[config.mk]
export PLATFORM = sky130hd
export DESIGN_NAME = tdc_measure_ctrl
export DESIGN_NICKNAME = d
export VERILOG_FILES = /design/src/rtl/tdc_measure_ctrl_pkg.sv /design/src/rtl/tdc_coarse_cnt.sv /design/src/rtl/tdc_measure_ctrl.sv
export SDC_FILE = /design/constraint.sdc
export NUM_CORES = 1
export LEC_CHECK = 0
export ABC_AREA = 1
export BUFFER_PORTS_ARGS = -buffer_cell sky130_fd_sc_hd__buf_2
export CORE_ASPECT_RATIO = 0.9
export CORE_UTILIZATION = 46
export DETAILED_ROUTE_END_ITERATION = 8
export GPL_TIMING_DRIVEN = 0
export HOLD_SLACK_MARGIN = 0.1
export PLACE_DENSITY = 0.73
export REMOVE_ABC_BUFFERS = 1
export SYNTH_ARGS = -nofsm -noshare
export SYNTH_HDL_FRONTEND = slang
export SYNTH_SLANG_ARGS = --single-unit
export TNS_END_PERCENT = 30
[constraint.sdc]
create_clock -name clk -period 5.1 [get_ports clk]
set_input_delay 0.765 -clock clk [delete_from_list [all_inputs] [get_ports clk]]
set_output_delay 0.765 -clock clk [all_outputs]
set_load 0.005 [all_outputs]
[src/rtl/tdc_measure_ctrl_pkg.sv]
// Shared constants and state type for the TDC measurement sequencer.
package tdc_measure_ctrl_pkg;

    localparam int unsigned NUM_TAPS     = 32;
    // Fine code width produced by the start/stop edge-detector decoders
    localparam int unsigned NUM_DECODE   = 8;
    localparam int unsigned COARSE_W_DEF = 16;
    localparam int unsigned DEC_TO_DEF   = 7;

    typedef enum logic [2:0] {
        StIdle   = 3'd0,
        StArmed  = 3'd1,
        StRun    = 3'd2,
        StDecode = 3'd3,
        StOut    = 3'd4
    } state_e;

endpackage

[src/rtl/tdc_coarse_cnt.sv]
// Saturating coarse cycle counter with a latched result and an overflow flag.
module tdc_coarse_cnt #(
    parameter int unsigned W = 16
) (
    input  logic         clk,
    input  logic         rst,
    input  logic         clr,
    input  logic         load_one,
    input  logic         en,
    input  logic         latch,
    output logic         at_max,
    output logic         ovf,
    output logic [W-1:0] lat
);

    logic [W-1:0] cnt_q, cnt_d;
    logic [W-1:0] lat_q, lat_d;
    logic         ovf_q, ovf_d;

    assign at_max = &cnt_q;
    assign ovf    = ovf_q;
    assign lat    = lat_q;

    always_comb begin
        cnt_d = cnt_q;
        lat_d = lat_q;
        ovf_d = ovf_q;
        if (clr) begin
            cnt_d = '0;
            lat_d = '0;
            ovf_d = 1'b0;
        end else begin
            if (load_one) begin
                cnt_d = {{(W-1){1'b0}}, 1'b1};
            end else if (en) begin
                // An increment request at all-ones flags overflow instead of wrapping
                if (at_max) begin
                    ovf_d = 1'b1;
                end else begin
                    cnt_d = cnt_q + 1'b1;
                end
            end
            if (latch) begin
                lat_d = cnt_q;
            end
        end
    end

    always_ff @(posedge clk or negedge rst) begin
        if (!rst) begin
            cnt_q <= '0;
            lat_q <= '0;
            ovf_q <= 1'b0;
        end else begin
            cnt_q <= cnt_d;
            lat_q <= lat_d;
            ovf_q <= ovf_d;
        end
    end

endmodule

[src/rtl/tdc_measure_ctrl.sv]
// TDC channel measurement sequencer: arm, hit detection, coarse count, decoder
// handshake with watchdog, and a single-entry valid/ready result port.
module tdc_measure_ctrl
    import tdc_measure_ctrl_pkg::*;
#(
    parameter int unsigned COARSE_W = COARSE_W_DEF,
    parameter int unsigned DEC_TO   = DEC_TO_DEF
) (
    input  logic                  clk,
    input  logic                  rst,
    input  logic                  arm,
    input  logic                  start_hit,
    input  logic                  stop_hit,
    output logic                  start_go,
    output logic                  stop_go,
    input  logic                  start_fin,
    input  logic                  stop_fin,
    input  logic [NUM_DECODE-1:0] start_fine,
    input  logic [NUM_DECODE-1:0] stop_fine,
    output logic                  busy,
    output logic                  res_valid,
    input  logic                  res_ready,
    output logic [COARSE_W-1:0]   res_coarse,
    output logic [NUM_DECODE-1:0] res_start_fine,
    output logic [NUM_DECODE-1:0] res_stop_fine,
    output logic                  res_ovf,
    output logic                  res_err
);

    localparam int unsigned WD_W = $clog2(DEC_TO + 1);
    localparam logic [WD_W-1:0] WD_LAST = WD_W'(DEC_TO - 1);

    state_e                  state_q, state_d;
    logic                    start_go_q, start_go_d;
    logic                    stop_go_q, stop_go_d;
    logic [NUM_DECODE-1:0]   sfine_q, sfine_d;
    logic [NUM_DECODE-1:0]   pfine_q, pfine_d;
    logic                    sdone_q, sdone_d;
    logic                    pdone_q, pdone_d;
    logic                    need_stop_q, need_stop_d;
    logic                    err_q, err_d;
    logic [WD_W-1:0]         wd_q, wd_d;

    logic                    capture;
    logic                    cnt_clr, cnt_load, cnt_en, cnt_latch;
    logic                    cnt_at_max;

    tdc_coarse_cnt #(
        .W (COARSE_W)
    ) u_coarse_cnt (
        .clk      (clk),
        .rst      (rst),
        .clr      (cnt_clr),
        .load_one (cnt_load),
        .en       (cnt_en),
        .latch    (cnt_latch),
        .at_max   (cnt_at_max),
        .ovf      (res_ovf),
        .lat      (res_coarse)
    );

    always_comb begin
        state_d     = state_q;
        start_go_d  = 1'b0;
        stop_go_d   = 1'b0;
        sfine_d     = sfine_q;
        pfine_d     = pfine_q;
        sdone_d     = sdone_q;
        pdone_d     = pdone_q;
        need_stop_d = need_stop_q;
        err_d       = err_q;
        wd_d        = wd_q;
        capture     = 1'b0;
        cnt_clr     = 1'b0;
        cnt_load    = 1'b0;
        cnt_en      = 1'b0;
        cnt_latch   = 1'b0;

        unique case (state_q)
            StIdle: begin
                if (arm) begin
                    state_d     = StArmed;
                    cnt_clr     = 1'b1;
                    sfine_d     = '0;
                    pfine_d     = '0;
                    sdone_d     = 1'b0;
                    pdone_d     = 1'b0;
                    need_stop_d = 1'b0;
                    err_d       = 1'b0;
                end
            end
            StArmed: begin
                if (start_hit) begin
                    start_go_d = 1'b1;
                    wd_d       = '0;
                    if (stop_hit) begin
                        // Coarse latch still holds the zero written on arm
                        stop_go_d   = 1'b1;
                        need_stop_d = 1'b1;
                        state_d     = StDecode;
                    end else begin
                        cnt_load = 1'b1;
                        state_d  = StRun;
                    end
                end
            end
            StRun: begin
                capture = 1'b1;
                if (stop_hit) begin
                    cnt_latch   = 1'b1;
                    stop_go_d   = 1'b1;
                    need_stop_d = 1'b1;
                    wd_d        = '0;
                    state_d     = StDecode;
                end else begin
                    cnt_en = 1'b1;
                    if (cnt_at_max) begin
                        cnt_latch = 1'b1;
                        wd_d      = '0;
                        state_d   = StDecode;
                    end
                end
            end
            StDecode: begin
                if (sdone_q && (pdone_q || !need_stop_q)) begin
                    state_d = StOut;
                end else if (wd_q == WD_LAST) begin
                    // Missing fine codes stay at the zero written on arm
                    err_d   = 1'b1;
                    state_d = StOut;
                end else begin
                    capture = 1'b1;
                    wd_d    = wd_q + 1'b1;
                end
            end
            StOut: begin
                if (res_ready) begin
                    state_d = StIdle;
                end
            end
            default: state_d = StIdle;
        endcase

        if (capture) begin
            if (start_fin && !sdone_q) begin
                sfine_d = start_fine;
                sdone_d = 1'b1;
            end
            if (stop_fin && need_stop_q && !pdone_q) begin
                pfine_d = stop_fine;
                pdone_d = 1'b1;
            end
        end
    end

    always_ff @(posedge clk or negedge rst) begin
        if (!rst) begin
            state_q     <= StIdle;
            start_go_q  <= 1'b0;
            stop_go_q   <= 1'b0;
            sfine_q     <= '0;
            pfine_q     <= '0;
            sdone_q     <= 1'b0;
            pdone_q     <= 1'b0;
            need_stop_q <= 1'b0;
            err_q       <= 1'b0;
            wd_q        <= '0;
        end else begin
            state_q     <= state_d;
            start_go_q  <= start_go_d;
            stop_go_q   <= stop_go_d;
            sfine_q     <= sfine_d;
            pfine_q     <= pfine_d;
            sdone_q     <= sdone_d;
            pdone_q     <= pdone_d;
            need_stop_q <= need_stop_d;
            err_q       <= err_d;
            wd_q        <= wd_d;
        end
    end

    assign start_go       = start_go_q;
    assign stop_go        = stop_go_q;
    assign busy           = (state_q != StIdle);
    assign res_valid      = (state_q == StOut);
    assign res_start_fine = sfine_q;
    assign res_stop_fine  = pfine_q;
    assign res_err        = err_q;

endmodule

# Word-level counts from Yosys, hierarchy flattened
# Index checks and enable logic that the tools add are counted.
# totals
romBits,0
mem_bits_rw,0
reg_bits,61
latchBits,0
mem_count,0
out_inout_bits,38
# op_classes
mux,65
n_addsub,2
n_lt_le_gt_ge,0
bitwise,0
div,0
mul,0
n_reduce_logical,24
n_eq_ne,15
shift,0
# op_table
operator,count
two-way mux 16 bit,6
two-way mux 8 bit,8
two-way mux 3 bit,12
two-way mux 1 bit,33
adder 16 x 1 -> 16 bit (second input constant),1
AND reduction 16 bit,1
one-hot mux 3 bit (5 select lines),1
!= test 2 bit (second input constant),6
nonzero test 3 bit,4
AND reduction 5 bit,2
!= test 3 bit (second input constant),3
one-hot mux 3 bit (3 select lines),1
nonzero test 2 bit,4
equality test 3 x 2 -> 1 bit (second input constant),2
equality test 3 bit (second input constant),2
one-hot mux 1 bit (2 select lines),3
AND reduction 3 bit,2
logical AND 1 bit,4
AND reduction 4 bit,1
adder 3 x 1 -> 3 bit (second input constant),1
equality test 3 x 1 -> 1 bit (second input constant),1
logical NOT 1 bit,3
logical NOT 3 bit,1
one-hot mux 1 bit (3 select lines),1
other kinds (3),3

# Logic depth before layout (Yosys ltp)
# Gate-level depths: netlist (run 1).
# depth
ltp_word,6
ltp_mapped,11
mapped_depth_nobuf,11

# Cells and area by module
# Synthesis (run 1) repeated with hierarchy kept, for this count alone.
# hier_totals
hier_cells,415
area_unflattened_um2,3210.6
# by_module_without_submodules
module,area_each_um2,n_inst,seq_area_each_um2,cells_each
tdc_coarse_cnt,1715.4,1,825.8,217
tdc_measure_ctrl,1495.2,1,700.7,198

# Worst setup path before layout (run 1)
# OpenSTA, ideal clock, no wires.
# synth_timing
path_kind,flip-flop to flip-flop
startpoint,register u_coarse_cnt.cnt_q[0]
endpoint,"register u_coarse_cnt.lat_q[11], in the netlist u_coarse_cnt.lat[11]"
n_path_buf,1
synth_period_minus_slack_ps,1605
setup_ps,74
stages_incl_launch_ff,10
required_time_ps,5026
setup_slack_ps,3495
arrival_time_ps,1531
path_cell_list,dfrtp_1 > ha_1 > nand3_1 > inv_2 > nand2_4 > nor2_8 > o21ai_4 > buf_6 > nand3_1 > o21ai_2
# synth_between
elab_chain_len,5
# synth_rtl
element,line_no,text
"start, declared",tdc_coarse_cnt.sv:16,"logic [W-1:0] cnt_q, cnt_d;"
"start signal, assigned",tdc_coarse_cnt.sv:55,cnt_q <= cnt_d;
AND reduction 16 bit,tdc_coarse_cnt.sv:20,assign at_max = &cnt_q;
two-way mux 1 bit,tdc_measure_ctrl.sv:117,if (cnt_at_max) begin
two-way mux 1 bit,tdc_measure_ctrl.sv:109,if (stop_hit) begin
two-way mux 1 bit,tdc_measure_ctrl.sv:79,unique case (state_q)
nonzero test 2 bit (no source line),-,
"end signal, assigned",tdc_coarse_cnt.sv:56,lat_q <= lat_d;
"end, declared",tdc_coarse_cnt.sv:17,"logic [W-1:0] lat_q, lat_d;"
# No other way between the ends.
# A chain may end at the register's enable or synchronous reset.

# Final worst setup path (run 1)
# layout_timing
startpoint,register u_coarse_cnt.cnt_q[0]
endpoint,"register u_coarse_cnt.lat_q[8], in the netlist u_coarse_cnt.lat[8]"
# Same word-level chain as after synthesis.

==> flow_metrics.tcl, run 1 <==
set metrics [dict create \
    core_area_um2 6280 \
    peakVddDrop_v 0.000243 \
    hold_viol 0 \
    postPlaceCellArea_um2 3440 \
    die_y_um 79.7 \
    p_leak_nw 2.06 \
    stdcell_count 527 \
    syn_inst 371 \
    drv_slew 0 \
    grt_usage 0.219 \
    insertion_delay_ns 0.35 \
    grt_max_degree 62 \
    syn_area_um2 3090 \
    fmax_mhz 438 \
    endpoint_kind "register" \
    drcViolationCount 0 \
    dp_hpwl_um 4610 \
    finalCritPeriodShare 0.447 \
    relSlewSlack 0.438 \
    path_max_fanout 26 \
    antenna_cells 0 \
    syn_area_per_cell_um2 8.32 \
    cts_tree "built" \
    synth-seq-area-share 0.495 \
    critical_path.max_stage_delay_ns 0.60 \
    hold_class "input port to async pin" \
    skew_ns 0.0109 \
    overflow 0 \
    worstPathCellList "ha_1, nand3_1, inv_2, nand2_4, nor2_8, o21ai_4, inv_2, nand2_1, nand2_1" \
    post_cts_buffers 0 \
    numCtsBuffers 9 \
    antenna_found_initial 0 \
    die_area_um2 7040 \
    grt_pass1_vias 2580 \
    cap_viol_max_count 0 \
    place.gp.congestion 0.873 \
    dp_worst_setup_slack_ns 2.83 \
    grt_pass1_wl_um 11600 \
    rrSetupSlack_ns 2.82 \
    vias 2584 \
    clkTransAtPathRegs_ns 0.07 \
    fin_ws_ns 2.82 \
    power.density_nw_per_um2 459 \
    yosysWarnings 0 \
    required_ns 5.33 \
    first_iter_violations 159 \
    synth-async-reset-ratio 1.00 \
    place_inst 511 \
    cts_resized 0 \
    crit_arrival_ns 2.51 \
    crit_type "register to register" \
    finish.utilization 0.581 \
    syn_to_final_growth_pct 18.3 \
    synth_edf_count 0 \
    synth-seq-cells 61 \
    rows 27 \
    layout.nets 462 \
    clockBufferDepth 2 \
    status "finished clean" \
    port_buffers 61 \
    holdBufCountCts 0 \
    h-tree-depth 3 \
    fin_area_um2 3650 \
    ys_types 33 \
    routedWlPerCell_um 12.6 \
    tns_ns 0 \
    synth_ff_type "dfrtp_1" \
    start_util 0.491 \
    cts_sinks 61 \
    drt_first_pass_iters 4 \
    ant_nets 0 \
    clock-root-buffer "clkbuf_8" \
    layout-drive-gt1-share 0.255 \
    nFillCells 598 \
    viasPerCell 4.90 \
    rsz0062_at_grt "false" \
    period_needed_ns 2.28 \
    setup_violations 0 \
    cp_slowest_cell "o21ai_4" \
    fp.dieW_um 88.3 \
    start_kind "register" \
    io_pins 62 \
    wirelength_um 6640 \
    worst_pin_slew_ns 0.840 \
]
stage by stage:
step	total power, mW	hold WS [ns]
2_1_floorplan	1.04	0.469
3_3_place_gp	1.21	0.479
3_5_place_dp	1.23	0.474
4_1_cts	1.69	0.492
5_1_grt	1.80	0.518
6_report	1.68	0.482
synthesized netlist by cell type (2+ instances only):
library cell	n	share of area
nand2_2	6	0.012
dfrtp_1	61	0.49
nor3_1	3	0.0049
inv_1	30	0.036
buf_6	3	0.011
a21oi_1	5	0.0081
nand2_1	121	0.15
clkbuf_1	4	0.0049
nand4_1	10	0.020
nor2_4	3	0.011
o21ai_2	6	0.017
o21ai_1	4	0.0065
nor2_1	28	0.034
o21ai_0	6	0.0097
ha_1	3	0.012
o21bai_1	3	0.0073
nor2_8	2	0.013
nand2_4	5	0.018
xor2_1	2	0.0057
nand3_1	46	0.075
inv_2	8	0.0097
critical path: cells and delay by family (launching register included):
family,cells,cell delay (ns)
AND/OR/NAND/NOR,5,0.51
buffers and inverters,2,0.31
flip-flops,1,0.43
AO/OA/AOI/OAI,1,0.60
adder cells (fa/ha/maj),1,0.29
state kept, by name, summed over array words and instances (netlist names):
name	cells
u_coarse_cnt.cnt_q	16
u_coarse_cnt.lat	16
res_start_fine	8
res_stop_fine	8
state_q	3
wd_q	3
need_stop_q	1
pdone_q	1
res_err	1
sdone_q	1
start_go	1
stop_go	1
u_coarse_cnt.ovf	1
logic make-up (layout without fill, tap and decap cells):
| family | count (synthesis) | after routing | share of synthesized area |
|---|---|---|---|
| compound gates | 29 | 29 | 0.0645 |
| flops | 61 | 61 | 0.495 |
| xor+xnor | 3 | 3 | 0.00852 |
| simple gates | 229 | 229 | 0.353 |
| buf+inv | 46 | 115 | 0.0669 |
| fa+ha+maj | 3 | 3 | 0.0122 |
final cells by class:
cell class / instances / area [µm²] / share of cell area
inverters: 38 / 143 / 0.0391
clock inverters: 3 / 42.5 / 0.0117
clock buffers: 13 / 169 / 0.0463
repair buffers: 61 / 308 / 0.0843
well taps: 87 / 109 / 0.0298
multi-input cells: 264 / 1350 / 0.371
flip-flops and latches: 61 / 1530 / 0.418
cells in the final DEF (no fill, tap or decap), drive strengths merged:
cell,n
nor2,34
a32o,1
o21ai,17
o21a,1
nand3,46
ha,3
nand2,132
clkinvlp,1
bufinv,1
buf,61
nor3,4
a21oi,6
clkbuf,13
nand4,10
clkinv,1
inv,38
nand2b,1
o21bai,3
nand3b,1
o22ai,1
dfrtp,61
xnor2,1
xor2,2
or2,1
report_power, final:
part / total (mW) / leakage (nW) / internal (mW) / switching, mW
clock: 0.456 / 0.106 / 0.265 / 0.191
combinational: 0.560 / 1.14 / 0.192 / 0.368
sequential: 0.660 / 0.821 / 0.583 / 0.0778
total: 1.68 / 2.06 / 1.04 / 0.636
layer usage:
metal / share of wire / wire (µm) / GRT usage / up-vias
li1: - / - / - / 1314
met2: 0.46 / 3080 / 0.335 / 56
met1: 0.47 / 3130 / 0.284 / 1202
met4: 0.023 / 151 / 0.118 / 0
met3: 0.043 / 285 / 0.0548 / 12
met5: 0 / 0 / 0 / -
worst paths after layout:
check	to	from	cells after the start
worst max-delay path	u_coarse_cnt.lat[8]	u_coarse_cnt.cnt_q[0]	9
worst min-delay path	res_stop_fine[0]	rst	1
worst max register to register	u_coarse_cnt.lat[8]	u_coarse_cnt.cnt_q[0]	9
worst min register to register	u_coarse_cnt.ovf	u_coarse_cnt.ovf	2
max in group asynchronous	u_coarse_cnt.lat[0]	rst	1
min in group clk	u_coarse_cnt.ovf	u_coarse_cnt.ovf	2
Power figures use the tool's default switching activity.
==> run 2: changes to the inputs <==
- PLACE_DENSITY: 0.73 -> 0.75
- clock period: 5.1 -> 2 ns (I/O delays scaled with it)
==> run 2 against run 1 <==
Net effect: total power increased to 2.6 times the previous value; count of clock-buffer cells in the layout is 1 lower; cell count rose by 0.95%; largest cell class unchanged; largest power group unchanged.
==> flow_metrics.tcl, run 2 (synthesized netlist as in run 1, its figures left out) <==
set metrics [dict create \
    drv_slew 0 \
    p_leak_nw 2.09 \
    h-tree-depth 3 \
    cts_tree "built" \
    clockBufferDepth 2 \
    pwr-share-clk 0.259 \
    grt_pass1_vias 2586 \
    required_ns 2.23 \
    clock-root-buffer "clkbuf_8" \
    finalCritPeriodShare 0.914 \
    io_pins 62 \
    drcViolationCount 0 \
    first_iter_violations 193 \
    dp_hpwl_um 4620 \
    crit_type "register to register" \
    viasPerCell 5.03 \
    comb_power_share 0.357 \
    start_util 0.491 \
    die_area_um2 7040 \
    core_area_um2 6280 \
    relSlewSlack 0.492 \
    numCtsBuffers 9 \
    layout_common_cells "121 x nand2_1, 60 x buf_2, 60 x dfrtp_1" \
    fp.dieW_um 88.3 \
    vias 2675 \
    overflow 0 \
    power_frac_seq 0.384 \
    wirelength_um 7170 \
    setup_violations 0 \
    peakVddDrop_v 0.000548 \
    worst_pin_slew_ns 0.761 \
    ant_nets 0 \
    cap_viol_max_count 0 \
    crit_arrival_ns 2.06 \
    layout.nets 467 \
    rsz0062_at_grt "false" \
    skew_ns 0.00810 \
    endpoint_kind "register" \
    dp_worst_setup_slack_ns -0.262 \
    grt_usage 0.229 \
    period_needed_ns 1.83 \
    grt_pass1_wl_um 12200 \
    timing.hold.ws_ns 0.149 \
    fin_ws_ns 0.172 \
    port_buffers 61 \
    layout-drive-gt1-share 0.270 \
    antenna_found_initial 0 \
    routedWlPerCell_um 13.5 \
    start_kind "register" \
    insertion_delay_ns 0.34 \
    p_int_mw 2.70 \
    status "finished clean" \
    power.density_nw_per_um2 1180 \
    path_max_fanout 14 \
    place.gp.congestion 0.902 \
    hold_viol 0 \
    drt_first_pass_iters 4 \
    grt_max_degree 62 \
    antenna_cells 0 \
    die_y_um 79.7 \
    syn_to_final_growth_pct 21.0 \
    rows 27 \
    hold_class "input port to register" \
    cts_sinks 61 \
    clkTransAtPathRegs_ns 0.07 \
    mostFrequentLayoutCell "nand2_1" \
    fmax_mhz 547 \
    sw_frac_of_total 0.387 \
    switching_power_mw 1.71 \
]
-- run 2: changes by cell type in the layout (fill, tap and decap cells not counted), sizes merged --
cell	previous run	this run
clkbuf	13	12
clkinvlp	1	0
nand2	132	133
dlygate4sd3	0	1
clkinv	1	3
o21ai	17	18
buf	61	63
-- run 2: area by class of cell --
cell class | count | area (µm²)
Clock buffer | 12 | 165
Clock inverter | 4 | 45.0
Fill cell | 592 | 2550
Inverter | 38 | 143
Multi-Input combinational cell | 266 | 1400
Sequential cell | 61 | 1530
Tap cell | 87 | 109
Timing Repair Buffer | 64 | 345
-- run 2: final timing paths --
kind / startpoint / end / slack [ns] / cells after the start
worst max register to register: u_coarse_cnt.cnt_q[1] / wd_q[0] / 0.17 / 10
worst min-delay path: start_fine[7] / res_start_fine[7] / 0.15 / 3
min in group asynchronous: rst / u_coarse_cnt.lat[0] / 0.59 / 2
worst min register to register: res_start_fine[2] / res_start_fine[2] / 0.49 / 2
max in group asynchronous: rst / u_coarse_cnt.cnt_q[0] / 0.88 / 2
worst max-delay path: u_coarse_cnt.cnt_q[1] / wd_q[0] / 0.17 / 10
-- run 2: power by group through the flow --
stage               Clock [mW]  Sequential [mW]  Combinational [mW]
floorplan                    0             1.69               0.972
global placement             0             1.69                1.40
detailed placement           0             1.70                1.44
CTS                       1.16             1.68                1.51
global route              1.22             1.73                1.77
finish                    1.14             1.69                1.58
-- run 2: repair_timing --
| item | in CTS | in global routing |
|---|---|---|
| buffers inserted | 0 | 2 |
| hold buffers | 0 | 1 |
| setup endpoints to repair | 27 | 27 |
| hold endpoints to repair | 0 | 28 |
| gates cloned | 2 | 0 |
| pin swaps | 2 | 1 |
| gates resized for setup | 3 | 4 |
-- run 2: through the flow --
| stage | instance area, µm² | power (mW) | utilization | cells | setup TNS, ns |
|---|---|---|---|---|---|
| global route | 3730 | 4.72 | 0.594 | 532 | 0 |
| finish | 3730 | 4.41 | 0.594 | 532 | 0 |
| floorplan | 3020 | 2.66 | - | 363 | 0 |
| CTS | 3680 | 4.36 | 0.585 | 529 | 0 |
| detailed placement | 3440 | 3.14 | 0.547 | 511 | -3.88 |
| global placement | 3440 | 3.09 | 0.547 | 511 | -2.87 |
-- run 2: critical path: stages, from the launching register on --
cell and delay [ns]:
dfrtp_1 0.40, ha_2 0.24, nand3_1 0.13, inv_2 0.14, nand2_4 0.10, nor2_8 0.20
nor2_8 0.09, nor2_4 0.14, nand2_1 0.12, nand2_1 0.10, nand2_1 0.05
-- run 2: metal layers --
layer | track usage | part of all wire
met1 | 0.307 | 0.47
met2 | 0.352 | 0.46
met5 | 0 | 0
met3 | 0.0527 | 0.039
met4 | 0.106 | 0.031
==> run 3: changes to the inputs <==
- RECOVER_POWER: not set -> 100
==> run 3 against run 2 <==
Net effect: die area did not move; combinational power shrank 3%; sequential power hardly changed; critical path type unchanged; largest cell class unchanged.
==> flow_metrics.tcl, run 3 (synthesized netlist as in run 1, its figures left out) <==
set metrics [dict create \
    status "finished clean" \
    vias 2662 \
    grt_pass1_vias 2586 \
    start_util 0.491 \
    layout.nets 467 \
    multi_input_area_um2 1380 \
    setup_violations 0 \
    overflow 0 \
    skew_ns 0.00892 \
    antenna_found_initial 0 \
    cts_tree "built" \
    postPlaceCellArea_um2 3440 \
    mostFrequentLayoutCell "nand2_1" \
    crit_arrival_ns 2.03 \
    r2r-start "u_coarse_cnt.cnt_q[1]" \
    drcViolationCount 0 \
    place.gp.congestion 0.902 \
    hold_viol 0 \
    pwr-share-clk 0.262 \
    dp_hpwl_um 4620 \
    io_pins 62 \
    antenna_cells 0 \
    required_ns 2.21 \
    ant_nets 0 \
    port_buffers 61 \
    fmax_mhz 548 \
    rows 27 \
    finish.utilization 0.586 \
    p_leak_nw 2.01 \
    timing.hold.ws_ns 0.150 \
    fin_ws_ns 0.176 \
    sw_frac_of_total 0.389 \
    grt_usage 0.229 \
    seqCellArea_um2 1530 \
    clockBufferDepth 2 \
    cts_sinks 61 \
    crit_path_start "u_coarse_cnt.cnt_q[1]" \
    die_y_um 79.7 \
    h-tree-depth 3 \
    syn_to_final_growth_pct 19.4 \
    rsz0062_at_grt "false" \
    layout-drive-gt1-share 0.220 \
    path_max_fanout 9 \
    start_kind "register" \
    period_needed_ns 1.82 \
    endpoint_kind "register" \
    drv_slew 0 \
    routedWlPerCell_um 13.6 \
    switching_power_mw 1.70 \
    insertion_delay_ns 0.34 \
    reg2reg_depth 9 \
    nFillCells 605 \
    comb_power_share 0.350 \
    hold_class "input port to register" \
    clkTransAtPathRegs_ns 0.07 \
    drt_first_pass_iters 4 \
    cap_viol_max_count 0 \
    peakVddDrop_v 0.000549 \
    fp.dieW_um 88.3 \
    fin_area_um2 3680 \
    layout_common_cells "121 x nand2_1, 60 x dfrtp_1, 46 x nand3_1" \
    power_frac_seq 0.388 \
    grt_max_degree 62 \
    grt_pass1_wl_um 12200 \
    wirelength_um 7230 \
    clock-root-buffer "clkbuf_8" \
    tns_ns 0 \
    dp_worst_setup_slack_ns -0.262 \
    whs_path_depth 3 \
    crit_type "register to register" \
    die_area_um2 7040 \
    relSlewSlack 0.110 \
    core_area_um2 6280 \
    numCtsBuffers 9 \
    finalCritPeriodShare 0.912 \
    hp-start "stop_fine[6]" \
    power.density_nw_per_um2 1190 \
    viasPerCell 5.00 \
    p_int_mw 2.67 \
    first_iter_violations 192 \
    worst_pin_slew_ns 1.33 \
]
==> run 3: changes by cell type in the layout (fill, tap and decap cells not counted), sizes merged <==
cell,change
buf,-18
clkbuf,+18
==> run 3: worst max-delay path, stage by stage (launching register included) <==
cell and delay (ns):
dfrtp_1 0.40, ha_2 0.24, nand3_1 0.13, inv_2 0.15
nand2_4 0.10, nor2_8 0.19, o21ai_2 0.15, buf_12 0.19
nand3_1 0.05, o21ai_0 0.08
==> run 3: power groups by stage <==
| stage | clock, mW | sequential, mW | combinational [mW] |
|---|---|---|---|
| 4_1_cts | 1.16 | 1.68 | 1.51 |
| 6_report | 1.15 | 1.70 | 1.53 |
| 2_1_floorplan | 0 | 1.69 | 0.972 |
| 5_1_grt | 1.22 | 1.74 | 1.72 |
| 3_3_place_gp | 0 | 1.69 | 1.40 |
| 3_5_place_dp | 0 | 1.70 | 1.44 |
==> run 3: final cells by class <==
cell class | instances | area share
Tap cell | 87 | 0.0295
Inverter | 38 | 0.0387
Clock buffer | 12 | 0.0448
Sequential cell | 61 | 0.415
Timing Repair Buffer | 64 | 0.0866
Multi-Input combinational cell | 266 | 0.374
Clock inverter | 4 | 0.0122
==> run 3: path summary, 6_finish.rpt <==
kind / endpoint / slack, ns
worst min register to register: res_stop_fine[4] / 0.50
max in group asynchronous: u_coarse_cnt.cnt_q[0] / 0.30
worst min-delay path: res_stop_fine[6] / 0.15
min in group asynchronous: res_start_fine[3] / 0.82
worst max-delay path: u_coarse_cnt.lat[3] / 0.18
worst max register to register: u_coarse_cnt.lat[3] / 0.18
==> run 3: metal layers <==
layer / track usage / part of all wire
met2: 0.352 / 0.46
met3: 0.0527 / 0.041
met1: 0.307 / 0.47
met4: 0.106 / 0.028
met5: 0 / 0
==> run 3: repair_timing <==
| item | CTS | global route |
|---|---|---|
| hold endpoints to repair | 0 | 28 |
| hold buffers | 0 | 1 |
| resized for setup | 3 | 4 |
| setup endpoints to repair | 27 | 27 |
| gates cloned | 2 | 0 |
| pin swaps | 2 | 1 |
| buffers inserted | 0 | 2 |
==> run 3: through the flow <==
step,std cells,power [mW]
finish,532,4.38
global route,532,4.68
CTS,529,4.36
detailed placement,511,3.14
global placement,511,3.09
floorplan,363,2.66
